**src/rtl/muldiv_unit_if.sv**
```systemverilog
// Execute-stage handshake for the multiply/divide unit: operands and opcode in,
// Busy/Done/MDResult out. The unit drives the slave side.
interface muldiv_unit_if;
  logic        Start;
  logic [31:0] SrcA;
  logic [31:0] SrcB;
  logic [2:0]  MDControl;
  logic        Busy;
  logic        Done;
  logic [31:0] MDResult;

  modport master (output Start, SrcA, SrcB, MDControl, input Busy, Done, MDResult);
  modport slave  (input Start, SrcA, SrcB, MDControl, output Busy, Done, MDResult);
endinterface

```
**src/rtl/muldiv_unit.sv**
```systemverilog
// Iterative RV32M multiply/divide unit: one bit per cycle on unsigned magnitudes,
// with sign fix-up and divide special cases folded into the result register load.
module muldiv_unit (
  input  logic         clk,
  input  logic         reset,
  muldiv_unit_if.slave md
);

  typedef enum logic [1:0] {IDLE, CALC, DONE} state_t;
  typedef enum logic [2:0] {
    OP_MUL, OP_MULH, OP_MULHSU, OP_MULHU, OP_DIV, OP_DIVU, OP_REM, OP_REMU
  } op_t;

  state_t      state;
  op_t         op;
  logic [4:0]  count;
  logic        neg;
  logic [31:0] a_mag;
  logic [31:0] b_mag;
  logic [63:0] acc;   // mul: {partial high, multiplier}; div: dividend/quotient in [31:0]
  logic [31:0] rem;

  // Capture-time decode of the incoming request.
  op_t         start_op;
  logic        sign_a, sign_b, start_neg, div_zero, div_ovf;
  logic [31:0] a_in_mag, b_in_mag, special_result;

  always_comb begin
    start_op  = op_t'(md.MDControl);
    sign_a    = md.SrcA[31] & (start_op inside {OP_MUL, OP_MULH, OP_MULHSU, OP_DIV, OP_REM});
    sign_b    = md.SrcB[31] & (start_op inside {OP_MUL, OP_MULH, OP_DIV, OP_REM});
    start_neg = (start_op == OP_REM) ? sign_a : (sign_a ^ sign_b);
    a_in_mag  = sign_a ? -md.SrcA : md.SrcA;
    b_in_mag  = sign_b ? -md.SrcB : md.SrcB;
    div_zero  = md.MDControl[2] && (md.SrcB == 32'd0);
    div_ovf   = (start_op inside {OP_DIV, OP_REM}) &&
                (md.SrcA == 32'h8000_0000) && (md.SrcB == 32'hFFFF_FFFF);
    if (div_zero) special_result = md.MDControl[1] ? md.SrcA : 32'hFFFF_FFFF;
    else          special_result = md.MDControl[1] ? 32'd0   : 32'h8000_0000;
  end

  // One iteration of shift-add multiply and restoring divide.
  logic        is_div;
  logic [32:0] mul_sum, rem_sh, diff;
  logic        q_bit;
  logic [63:0] mul_next;
  logic [31:0] quo_next, rem_next;

  always_comb begin
    is_div   = op inside {OP_DIV, OP_DIVU, OP_REM, OP_REMU};
    mul_sum  = {1'b0, acc[63:32]} + (acc[0] ? {1'b0, a_mag} : 33'd0);
    mul_next = {mul_sum, acc[31:1]};
    rem_sh   = {rem, acc[31]};
    diff     = rem_sh - {1'b0, b_mag};
    q_bit    = ~diff[32];
    rem_next = q_bit ? diff[31:0] : rem_sh[31:0];
    quo_next = {acc[30:0], q_bit};
  end

  // Sign fix-up and result select, applied as the last iteration completes.
  logic [63:0] prod_s;
  logic [31:0] quo_s, rem_s, final_result;

  always_comb begin
    prod_s = neg ? -mul_next : mul_next;
    quo_s  = neg ? -quo_next : quo_next;
    rem_s  = neg ? -rem_next : rem_next;
    unique case (op)
      OP_MUL:                        final_result = prod_s[31:0];
      OP_MULH, OP_MULHSU, OP_MULHU:  final_result = prod_s[63:32];
      OP_DIV, OP_DIVU:               final_result = quo_s;
      default:                       final_result = rem_s;
    endcase
  end

  // NOTE: all state below uses <= so every register samples pre-edge values;
  // the datapath registers are cleared too so a reset leaves no stale operands.
  always_ff @(posedge clk) begin
    if (reset) begin
      state       <= IDLE;
      op          <= OP_MUL;
      count       <= 5'd0;
      neg         <= 1'b0;
      a_mag       <= 32'd0;
      b_mag       <= 32'd0;
      acc         <= 64'd0;
      rem         <= 32'd0;
      md.Busy     <= 1'b0;
      md.Done     <= 1'b0;
      md.MDResult <= 32'd0;
    end else begin
      md.Done <= 1'b0;
      unique case (state)
        IDLE: begin
          if (md.Start) begin
            op      <= start_op;
            neg     <= start_neg;
            a_mag   <= a_in_mag;
            b_mag   <= b_in_mag;
            acc     <= {32'd0, md.MDControl[2] ? a_in_mag : b_in_mag};
            rem     <= 32'd0;
            count   <= 5'd31;
            md.Busy <= 1'b1;
            if (div_zero || div_ovf) begin
              state       <= DONE;
              md.Done     <= 1'b1;
              md.MDResult <= special_result;
            end else begin
              state <= CALC;
            end
          end
        end
        CALC: begin
          if (is_div) begin
            acc <= {acc[63:32], quo_next};
            rem <= rem_next;
          end else begin
            acc <= mul_next;
          end
          count <= count - 5'd1;
          if (count == 5'd0) begin
            state       <= DONE;
            md.Done     <= 1'b1;
            md.MDResult <= final_result;
          end
        end
        DONE: begin
          state   <= IDLE;
          md.Busy <= 1'b0;
        end
        default: begin
          state   <= IDLE;
          md.Busy <= 1'b0;
        end
      endcase
    end
  end

endmodule

```
**src/flat_wrapper.sv**
```systemverilog
// flat-port wrapper written by rule: the top's interface ports become plain ports
module muldiv_unit_flat 
  (clk, reset, md_Start, md_SrcA, md_SrcB, md_MDControl, md_Busy, md_Done, md_MDResult);
  muldiv_unit_if md_i ();
  input  logic clk;
  input  logic reset;
  input wire logic [$bits(md_i.Start)-1:0] md_Start;
  input wire logic [$bits(md_i.SrcA)-1:0] md_SrcA;
  input wire logic [$bits(md_i.SrcB)-1:0] md_SrcB;
  input wire logic [$bits(md_i.MDControl)-1:0] md_MDControl;
  output wire logic [$bits(md_i.Busy)-1:0] md_Busy;
  output wire logic [$bits(md_i.Done)-1:0] md_Done;
  output wire logic [$bits(md_i.MDResult)-1:0] md_MDResult;
  assign md_i.Start = md_Start;
  assign md_i.SrcA = md_SrcA;
  assign md_i.SrcB = md_SrcB;
  assign md_i.MDControl = md_MDControl;
  assign md_Busy = md_i.Busy;
  assign md_Done = md_i.Done;
  assign md_MDResult = md_i.MDResult;
  muldiv_unit u_core (.clk(clk), .reset(reset), .md(md_i));
endmodule
```
**config.mk**
```make
export PLATFORM = sky130hd
export DESIGN_NAME = muldiv_unit_flat
export DESIGN_NICKNAME = d
export VERILOG_FILES = /design/src/rtl/muldiv_unit_if.sv /design/src/rtl/muldiv_unit.sv /design/src/flat_wrapper.sv
export SDC_FILE = /design/constraint.sdc
export NUM_CORES = 1
export LEC_CHECK = 0
export CAP_MARGIN = 20
export CORE_ASPECT_RATIO = 0.75
export CORE_MARGIN = 2
export CORE_UTILIZATION = 62
export CTS_CLUSTER_DIAMETER = 150
export DETAILED_ROUTE_END_ITERATION = 16
export MAX_ROUTING_LAYER = met4
export PLACE_DENSITY = 0.82
export REMOVE_ABC_BUFFERS = 1
export SLEW_MARGIN = 20
export SYNTH_ARGS = -nofsm -noshare
export SYNTH_HDL_FRONTEND = slang
export SYNTH_SLANG_ARGS = --single-unit
```
**constraint.sdc**
```tcl
create_clock -name clk -period 6.7 [get_ports clk]
set_clock_uncertainty 0.2 [all_clocks]
set_input_delay 1.005 -clock clk [delete_from_list [all_inputs] [get_ports clk]]
set_output_delay 1.005 -clock clk [all_outputs]
set_load 0.01 [all_outputs]
```
==> key figures, run 1 <==
Synth
  • Most frequently used flop master after synthesis: sky130_fd_sc_hd__dfxtp_1
  • Warnings, synthesis: 0
  • Mapped Cells: 2482
  • Post-synthesis cell area: 0.0179 sq mm
  • Flop and latch count out of synthesis: between 200 and 250
  • Synth unique cells: 87
  • Sequential cell area fraction in the yosys report: 22.9%
  • Synthesized area per cell: 7.22 sq um
  • Number of flops mapped to enable cells by yosys: 0
  • Async S/R FF share, synth: 0%

Floorplan
  • Die X-Extent: 200 um
  • Initial Utilization: 63.5%
  • Height of the chip: 151 um
  • DIE AREA: 0.0303 sq mm
  • I/O pins: 104
  • Placeable core area: roughly 0.028 sq mm
  • Placement Rows: 53

Worst setup path
  • Slowest Stage Delay on Critical Path: 0.43 ns
  • Category of the critical setup timing path: reg -> reg
  • Most frequent CP cell: sky130_fd_sc_hd__inv_1
  • Required time reported for the critical path endpoint: 6.91 ns
  • Number of buffers and inverters on the critical path: 5
  • CP startpoint kind: register
  • CP delay by family, top: compound AO/OA/AOI/OAI gates
  • Worst EP arrival: 6.43 ns
  • Slowest cell on the critical path: sky130_fd_sc_hd__a2111oi_1
  • Crit Path Max Fanout: 15
  • Kind of capture point of the worst setup path: register

STA
  • Count of pins over their slew limit: 0
  • Worst slew pin tran: 1.12 ns
  • Max transition margin: between 20% and 30%
  • Post-route clock period utilization: 92.9%
  • Hold Vio Cnt, Final: 0
  • RSZ-0062 raised after global routing: false
  • Post-layout minimum cycle time: 6.23 ns
  • Final setup viols: 0
  • Highest clock rate: 161 MHz

CTS
  • Latest clock arrival within the worst-skew pair: 0.54 ns
  • Maximum clock path buffer count: 3
  • CTS tree: done
  • Clk root buf: sky130_fd_sc_hd__clkbuf_16
  • Clock-pin slew on the worst setup and hold paths: about 0.060 ns
  • Post-CTS repair timing setup buffer count: 0
  • Number of sinks on the clock net: approximately 200
  • CTS Hold Buffers Added: 0
  • Number of clock buffers inserted by TritonCTS: 24
  • Post_cts resized: 0
  • H-tree lvl count: 1

Global routing
  • Grt ovf: 0
  • Maximum number of pins on one net before global-route repair: 85
  • Number of antenna violations at the first check in global routing: 2
  • Number of global-route vias before repair: 18100
  • First-pass GRT wire length: 104000 um
  • Total Routing Usage GR: 44.7%

Outcome
  • Outcome: finished clean

Worst hold path
  • HP Class: reg -> reg

Pwr
  • Power per cell area: approximately 200 mW/mm^2
  • Standby leakage power: 7.50 nW
  • Peak supply drop: 0.228 mV
  • PnR Total Power: 0.00401 W

Final layout
  • Fraction of layout cells with a size suffix above 1: 4.66%
  • Final design area excluding fillers: 0.0199 sq mm
  • Utilization of the core after routing: a little over two thirds
  • Growth of design area from synthesis to finish: 10.8%
  • FILL cells: 2380
  • Non-filler cells, final: around 2900
  • Net count, final: about 2600

Place
  • DP Wirelength: between 50000 and 60000 um
  • Post-Place Cells: 2813
  • Weighted congestion at the end of routability-driven global placement: 1.03
  • Port bufs: 103
  • Placed Instance Area: about 0.019 sq mm

Detailed routing
  • Detailed-route DRC error count: 0
  • Residual antenna-violating net count after detailed routing: 0
  • Number of vias per cell: 6.99
  • Average detailed-routed wire length per instance: 23.7 um
  • Initial DRC Count: 3107
  • Number of vias in the routed layout: roughly 20000
  • First-pass iteration count of the detailed router: 8
  • Routed WL: 67700 um

Flow run
  • Reported max-cap violation count: 0
state kept, by name (all words and copies together) (netlist names):
name,flops
u_core.a_mag,32
u_core.acc,64
u_core.b_mag,32
u_core.count,5
u_core.md.Busy,1
u_core.md.Done,1
u_core.md.MDResult,32
u_core.neg,1
u_core.op,3
u_core.rem,32
u_core.state,2
per-layer routing:
layer | wire length [um] | part of all wire (%) | track usage, %
met5 | 0 | 0 | -
met4 | 3230 | 4.8 | 18.8
met3 | 8790 | 13 | 8.69
met2 | 27800 | 41 | 64.7
met1 | 27900 | 41 | 61.0
kinds of logic (layout without fill, tap and decap cells):
group	after synthesis	after routing	synth area share, %
multiplexers	78	78	4.37
flip-flops	205	205	22.9
adder cells (fa/ha/maj)	74	74	5.25
AND/OR/NAND/NOR	866	866	22.8
XOR/XNOR	212	212	10.4
other	0	2	0
buffers and inverters	266	253	5.64
AO/OA/AOI/OAI	781	781	28.7
synth_stat cells (8+ instances only):
cell type,n,area (sq um)
sky130_fd_sc_hd__nor2_1,315,1180
sky130_fd_sc_hd__dfxtp_1,205,4100
sky130_fd_sc_hd__nand2_1,200,751
sky130_fd_sc_hd__a21oi_1,176,881
sky130_fd_sc_hd__o21ai_0,174,871
sky130_fd_sc_hd__clkbuf_1,167,627
sky130_fd_sc_hd__xnor2_1,109,955
sky130_fd_sc_hd__xor2_1,103,902
sky130_fd_sc_hd__a211oi_1,83,623
sky130_fd_sc_hd__mux2i_1,75,751
sky130_fd_sc_hd__inv_1,73,274
sky130_fd_sc_hd__ha_1,72,901
sky130_fd_sc_hd__nor3_1,68,340
sky130_fd_sc_hd__nand3_1,64,320
sky130_fd_sc_hd__a22oi_1,54,405
sky130_fd_sc_hd__and2_1,46,288
sky130_fd_sc_hd__a31oi_1,38,238
sky130_fd_sc_hd__o31ai_1,30,225
sky130_fd_sc_hd__a21o_1,27,203
sky130_fd_sc_hd__or3_1,24,150
sky130_fd_sc_hd__nand4_1,21,131
sky130_fd_sc_hd__buf_1,20,75.1
sky130_fd_sc_hd__nand2b_1,20,125
sky130_fd_sc_hd__nor4_1,20,125
sky130_fd_sc_hd__o21bai_1,19,143
sky130_fd_sc_hd__a221oi_1,18,158
sky130_fd_sc_hd__o211ai_1,18,135
sky130_fd_sc_hd__nor2b_1,16,100
sky130_fd_sc_hd__and3_1,15,93.8
sky130_fd_sc_hd__a311oi_1,14,123
sky130_fd_sc_hd__o41ai_1,13,114
sky130_fd_sc_hd__o21a_1,12,90.1
sky130_fd_sc_hd__o22ai_1,12,75.1
sky130_fd_sc_hd__o221ai_1,10,87.6
sky130_fd_sc_hd__nand3b_1,9,67.6
sky130_fd_sc_hd__o21ai_1,9,45.0
sky130_fd_sc_hd__o2111ai_1,8,70.1
sky130_fd_sc_hd__or2_2,8,50.1
final timing paths:
kind / from / end / slack [ns] / cells past startpoint
worst min-delay path: u_core.a_mag[0]$_SDFFE_PP0P_ / u_core.a_mag[0]$_SDFFE_PP0P_ / 0.25 / 2
worst min register to register: u_core.a_mag[0]$_SDFFE_PP0P_ / u_core.a_mag[0]$_SDFFE_PP0P_ / 0.25 / 2
worst max-delay path: u_core.acc[31]$_SDFFE_PP0P_ / u_core.md.MDResult[26]$_SDFFE_PP0P_ / 0.47 / 25
worst max register to register: u_core.acc[31]$_SDFFE_PP0P_ / u_core.md.MDResult[26]$_SDFFE_PP0P_ / 0.47 / 25
metrics by stage:
| stage | setup slack, ns | hold WS, ns | TNS, ns |
|---|---|---|---|
| 6_report | 0.474 | 0.252 | 0 |
| 5_1_grt | 0.0930 | 0.292 | 0 |
| 4_1_cts | 0.682 | 0.252 | 0 |
| 3_5_place_dp | 0.754 | 0.244 | 0 |
| 3_3_place_gp | 1.07 | 0.242 | 0 |
| 2_1_floorplan | -2.93 | 0.226 | -259.53 |
final cells by class:
type | count | area [sq um] | share of cell area [%]
Clock inverter | 5 | 103 | 0.516
Timing Repair Buffer | 139 | 1310 | 6.59
Multi-Input combinational cell | 2011 | 12900 | 64.7
Antenna cell | 2 | 5.00 | 0.0252
Inverter | 73 | 274 | 1.38
Tap cell | 385 | 482 | 2.42
Clock buffer | 36 | 727 | 3.66
Sequential cell | 205 | 4110 | 20.7
power by group:
group	internal, W	switching (W)
Clock	0.000859	0.000573
Combinational	0.000416	0.000750
Sequential	0.00130	0.000113
worst reg2reg max path, stage by stage, from the launching register on:
cell and delay, ns:
sky130_fd_sc_hd__dfxtp_1 0.37, sky130_fd_sc_hd__inv_1 0.13, sky130_fd_sc_hd__ha_1 0.20, sky130_fd_sc_hd__inv_1 0.06, sky130_fd_sc_hd__fa_1 0.41, sky130_fd_sc_hd__a21o_1 0.24, sky130_fd_sc_hd__a22o_1 0.27, sky130_fd_sc_hd__o2111ai_1 0.24
sky130_fd_sc_hd__a21oi_1 0.16, sky130_fd_sc_hd__o21a_1 0.21, sky130_fd_sc_hd__buf_4 0.20, sky130_fd_sc_hd__nor2_4 0.37, sky130_fd_sc_hd__inv_1 0.20, sky130_fd_sc_hd__nand2_1 0.10, sky130_fd_sc_hd__o21ai_0 0.14, sky130_fd_sc_hd__inv_1 0.09
sky130_fd_sc_hd__ha_1 0.18, sky130_fd_sc_hd__and3_1 0.16, sky130_fd_sc_hd__nand3_1 0.09, sky130_fd_sc_hd__nor3_1 0.24, sky130_fd_sc_hd__a41oi_1 0.39, sky130_fd_sc_hd__nand4bb_1 0.37, sky130_fd_sc_hd__o21ai_0 0.32, sky130_fd_sc_hd__xor2_1 0.24
sky130_fd_sc_hd__a221oi_2 0.08, sky130_fd_sc_hd__a2111oi_1 0.43
cell usage in the layout (no fill, tap or decap), drive strengths merged, types with 8 or more instances in the layout:
| cell | instances |
|---|---|
| o2111ai | 8 |
| nor4 | 20 |
| or3 | 27 |
| o221ai | 10 |
| mux2i | 75 |
| a221oi | 20 |
| a21o | 27 |
| nor2b | 16 |
| nand3b | 10 |
| or2 | 11 |
| a311oi | 14 |
| nand3 | 65 |
| nor3 | 68 |
| nand2b | 20 |
| clkbuf | 36 |
| a211oi | 83 |
| a21oi | 176 |
| o21a | 12 |
| or4 | 10 |
| nand4 | 21 |
| dfxtp | 205 |
| o41ai | 16 |
| ha | 72 |
| o21bai | 19 |
| a31oi | 38 |
| nand2 | 200 |
| inv | 73 |
| o21ai | 183 |
| xnor2 | 109 |
| nor2 | 316 |
| buf | 38 |
| a22oi | 54 |
| and3 | 15 |
| clkdlybuf4s50 | 101 |
| o211ai | 18 |
| o22ai | 12 |
| o31ai | 30 |
| and2 | 47 |
| xor2 | 103 |
Note: power is estimated with default switching activity, not from simulation.
==> run 2: changes to the inputs <==
==> constraint.sdc (replaced) <==
create_clock -name clk -period 5.73 [get_ports clk]
set_clock_uncertainty 0.2 [all_clocks]
set_input_delay 0.8595 -clock clk [delete_from_list [all_inputs] [get_ports clk]]
set_output_delay 0.8595 -clock clk [all_outputs]
set_load 0.01 [all_outputs]
==> run 2 against run 1 <==
Against the previous run: critical path depth shrank 4; count of clock-buffer cells in the layout stayed put; largest power group is now sequential cells; clock power grew 8%; combinational power grew 17%; wire length down 1.8%; first-iteration DRC count down 6.8%; global-route usage shrank 0.72 points; sequential share of layout area hardly changed; critical endpoint is now u_core.md.MDResult[28]$_SDFFE_PP0P_; setup slack got worse by 0.22 ns; cell area grew 0.17%; critical path type unchanged.
==> key figures, run 2 (synthesized netlist as in run 1, its figures left out) <==
Worst setup path
  • Worst EP arrival: 5.76 ns (-0.67 ns)
  • CP cell instances: inv_1 -> ha_1 -> inv_1 -> fa_1 -> a21o_1 -> a22o_1 -> o2111ai_1 -> a21oi_1 -> o21a_1 -> nor2_4 -> mux2i_1 -> ha_1 -> and3_1 -> nand3_1 -> nor3_1 -> a41oi_1 -> or3_1 -> o41ai_1 -> xnor2_1 -> nor3_1 -> nor3_1
  • Slowest cell on the critical path: sky130_fd_sc_hd__or3_1
  • Worst Setup SP: u_core.acc[31]$_SDFFE_PP0P_
  • Required time reported for the critical path endpoint: 6.02 ns (-0.89 ns)
  • Category of the critical setup timing path: reg -> reg
  • Most frequent CP cell: sky130_fd_sc_hd__nor3_1
  • Setup slack of the most critical reg-to-reg path: 0.26 ns (-0.22 ns)
  • Slowest Stage Delay on Critical Path: 0.52 ns (+0.09 ns)
  • CP startpoint kind: register
  • Worst r2r dst: u_core.md.MDResult[28]$_SDFFE_PP0P_
  • R2R depth: 21 (-16%)
  • Critical register-to-register path startpoint: u_core.acc[31]$_SDFFE_PP0P_
  • Kind of capture point of the worst setup path: register
  • Crit Path Max Fanout: 5 (-10)

Pwr
  • Peak supply drop: 0.268 mV (+18%)
  • Standby leakage power: 7.52 nW (+0.38%)
  • Power per cell area: 229 mW/mm^2 (+13%)

STA
  • Worst-case hold slack: 0.260 ns (+0.00778 ns)
  • Highest clock rate: 183 MHz (+14%)
  • Count of pins over their slew limit: 0 (unchanged)
  • Post-route clock period utilization: 95.5% (+2.6 points)
  • Hold Vio Cnt, Final: 0 (unchanged)
  • Final setup TNS: 0 ns (unchanged)
  • Post-route setup slack: 0.258 ns (-0.216 ns)
  • Final setup viols: 0 (unchanged)
  • RSZ-0062 raised after global routing: false
  • Worst slew pin tran: 1.25 ns (+0.123 ns)
  • Max transition margin: 16.7% (-8.5 points)
  • Post-layout minimum cycle time: 5.47 ns (-0.754 ns)

Place
  • Placed Instance Area: 0.0191 sq mm (+0.60%)
  • Weighted congestion at the end of routability-driven global placement: 1.03 (+0.70%)
  • Worst slack at placement: 0.407 ns (-0.346 ns)
  • Port bufs: 103 (unchanged)
  • Post-Place Cells: 2825 (+0.43%)
  • DP Wirelength: 49500 um (-2.0%)

Worst hold path
  • Hold path startpoint: u_core.a_mag[0]$_SDFFE_PP0P_
  • Worst Hold Path EP: u_core.a_mag[0]$_SDFFE_PP0P_
  • Cells on Worst Hold Path: 2 (unchanged)
  • HP Class: reg -> reg

Detailed routing
  • First-pass iteration count of the detailed router: 6 (-2)
  • Number of vias in the routed layout: 19900 (-0.54%)
  • Wire length on met3: 8630 um (-1.8%)
  • Detailed-route DRC error count: 0 (unchanged)
  • Initial DRC Count: 2895 (-6.8%)
  • Wire length on met1: 27300 um (-1.9%)
  • Routed WL: 66500 um (-1.8%)
  • Average detailed-routed wire length per instance: 23.2 um (-2.1%)
  • Residual antenna-violating net count after detailed routing: 0 (unchanged)
  • Number of vias per cell: 6.93 (-0.92%)
  • Detail Route met2 WL: 27200 um (-2.2%)
  • Highest routed layer: met4

CTS
  • Maximum clock path buffer count: 3 (unchanged)
  • H-tree lvl count: 1 (unchanged)
  • Clock-pin slew on the worst setup and hold paths: 0.06 ns (about the same)
  • Number of sinks on the clock net: 205 (unchanged)
  • Post-CTS repair timing setup buffer count: 0 (unchanged)
  • Post_cts resized: 0 (unchanged)
  • CTS Hold Buffers Added: 0 (unchanged)
  • Number of clock buffers inserted by TritonCTS: 24 (unchanged)
  • Latest clock arrival within the worst-skew pair: 0.56 ns (+0.02 ns)
  • CTS tree: done
  • Clk root buf: sky130_fd_sc_hd__clkbuf_16

Global routing
  • First-pass GRT wire length: 103000 um (-1.0%)
  • Number of global-route vias before repair: 17900 (-1.0%)
  • Maximum number of pins on one net before global-route repair: 115 (+35%)
  • Number of antenna violations at the first check in global routing: 2 (unchanged)
  • Total Routing Usage GR: 44.0% (-0.72 points)
  • Grt ovf: 0 (unchanged)

Final layout
  • Most flops, register: u_core.acc
  • Commonest non-fill, non-tap cells in the layout: 311 x sky130_fd_sc_hd__nor2_1, 203 x sky130_fd_sc_hd__dfxtp_1, 200 x sky130_fd_sc_hd__nand2_1
  • Final design area excluding fillers: 0.0199 sq mm (+0.17%)
  • Flip-flop count of the largest register after layout: 64 (unchanged)
  • Net count, final: 2610 (+0.46%)
  • Fraction of layout cells with a size suffix above 1: 5.00% (+0.34 points)
  • Non-filler cells, final: 2867 (+0.39%)
  • Growth of design area from synthesis to finish: 11.0%
  • Commonest non-fill, non-tap cell in the layout: sky130_fd_sc_hd__nor2_1

Floorplan
  • Placeable core area: 0.0282 sq mm (unchanged)
  • Initial Utilization: 63.5% (unchanged)
  • Die X-Extent: 200 um (unchanged)
  • Height of the chip: 151 um (unchanged)
  • I/O pins: 104 (unchanged)
  • Placement Rows: 53 (unchanged)
  • DIE AREA: 0.0303 sq mm (unchanged)

Outcome
  • Outcome: finished clean

Flow run
  • Reported max-cap violation count: 0 (unchanged)
[run 2: through the flow]
stage          total power, W  util (%)
2_1_floorplan         0.00249         -
3_3_place_gp          0.00296      67.8
3_5_place_dp          0.00298      67.8
4_1_cts               0.00449      70.4
5_1_grt               0.00472      70.5
6_report              0.00456      70.5
[run 2: final cells by class]
cell class	count	area [sq um]
tap	385	482
multi-input combinational	2011	12900
timing repair buffer	151	1430
clock inverter	5	57.6
inverter	73	274
fill	2459	8350
sequential	205	4110
clock buffer	36	687
antenna	1	2.50
[run 2: how the worst max path moves through the flow]
stage | to | cells after the start
2_1_floorplan | u_core.rem[19]$_SDFFE_PP0P_ | 5
3_3_place_gp | u_core.md.MDResult[29]$_SDFFE_PP0P_ | 14
3_5_place_dp | u_core.md.MDResult[26]$_SDFFE_PP0P_ | 21
4_1_cts | u_core.md.MDResult[26]$_SDFFE_PP0P_ | 21
5_1_grt | u_core.md.MDResult[29]$_SDFFE_PP0P_ | 14
6_report | u_core.md.MDResult[28]$_SDFFE_PP0P_ | 21
[run 2: layer usage]
layer | vias up | global-route usage (%)
li1 | 8983 | -
met1 | 9190 | 59.9
met2 | 1469 | 62.8
met3 | 220 | 9.57
met4 | 0 | 18.9
met5 | - | -
[run 2: report_power, final]
part,internal [W],leakage [nW],switching [W]
combinational,0.000499,5.48,0.000869
sequential,0.00152,1.68,0.000127
clock,0.000870,0.364,0.000670
[run 2: critical path, delay by kind of cell, from the launching register on]
kind                       cells  cell delay [ns]
and+or+nand+nor                7             1.49
DFF                            1             0.31
adders and majority gates      3             0.85
xor gates and xnor gates       1             0.19
AOI/OAI and AO/OA              7             1.88
muxes                          1             0.34
buffers and inverters          2             0.17
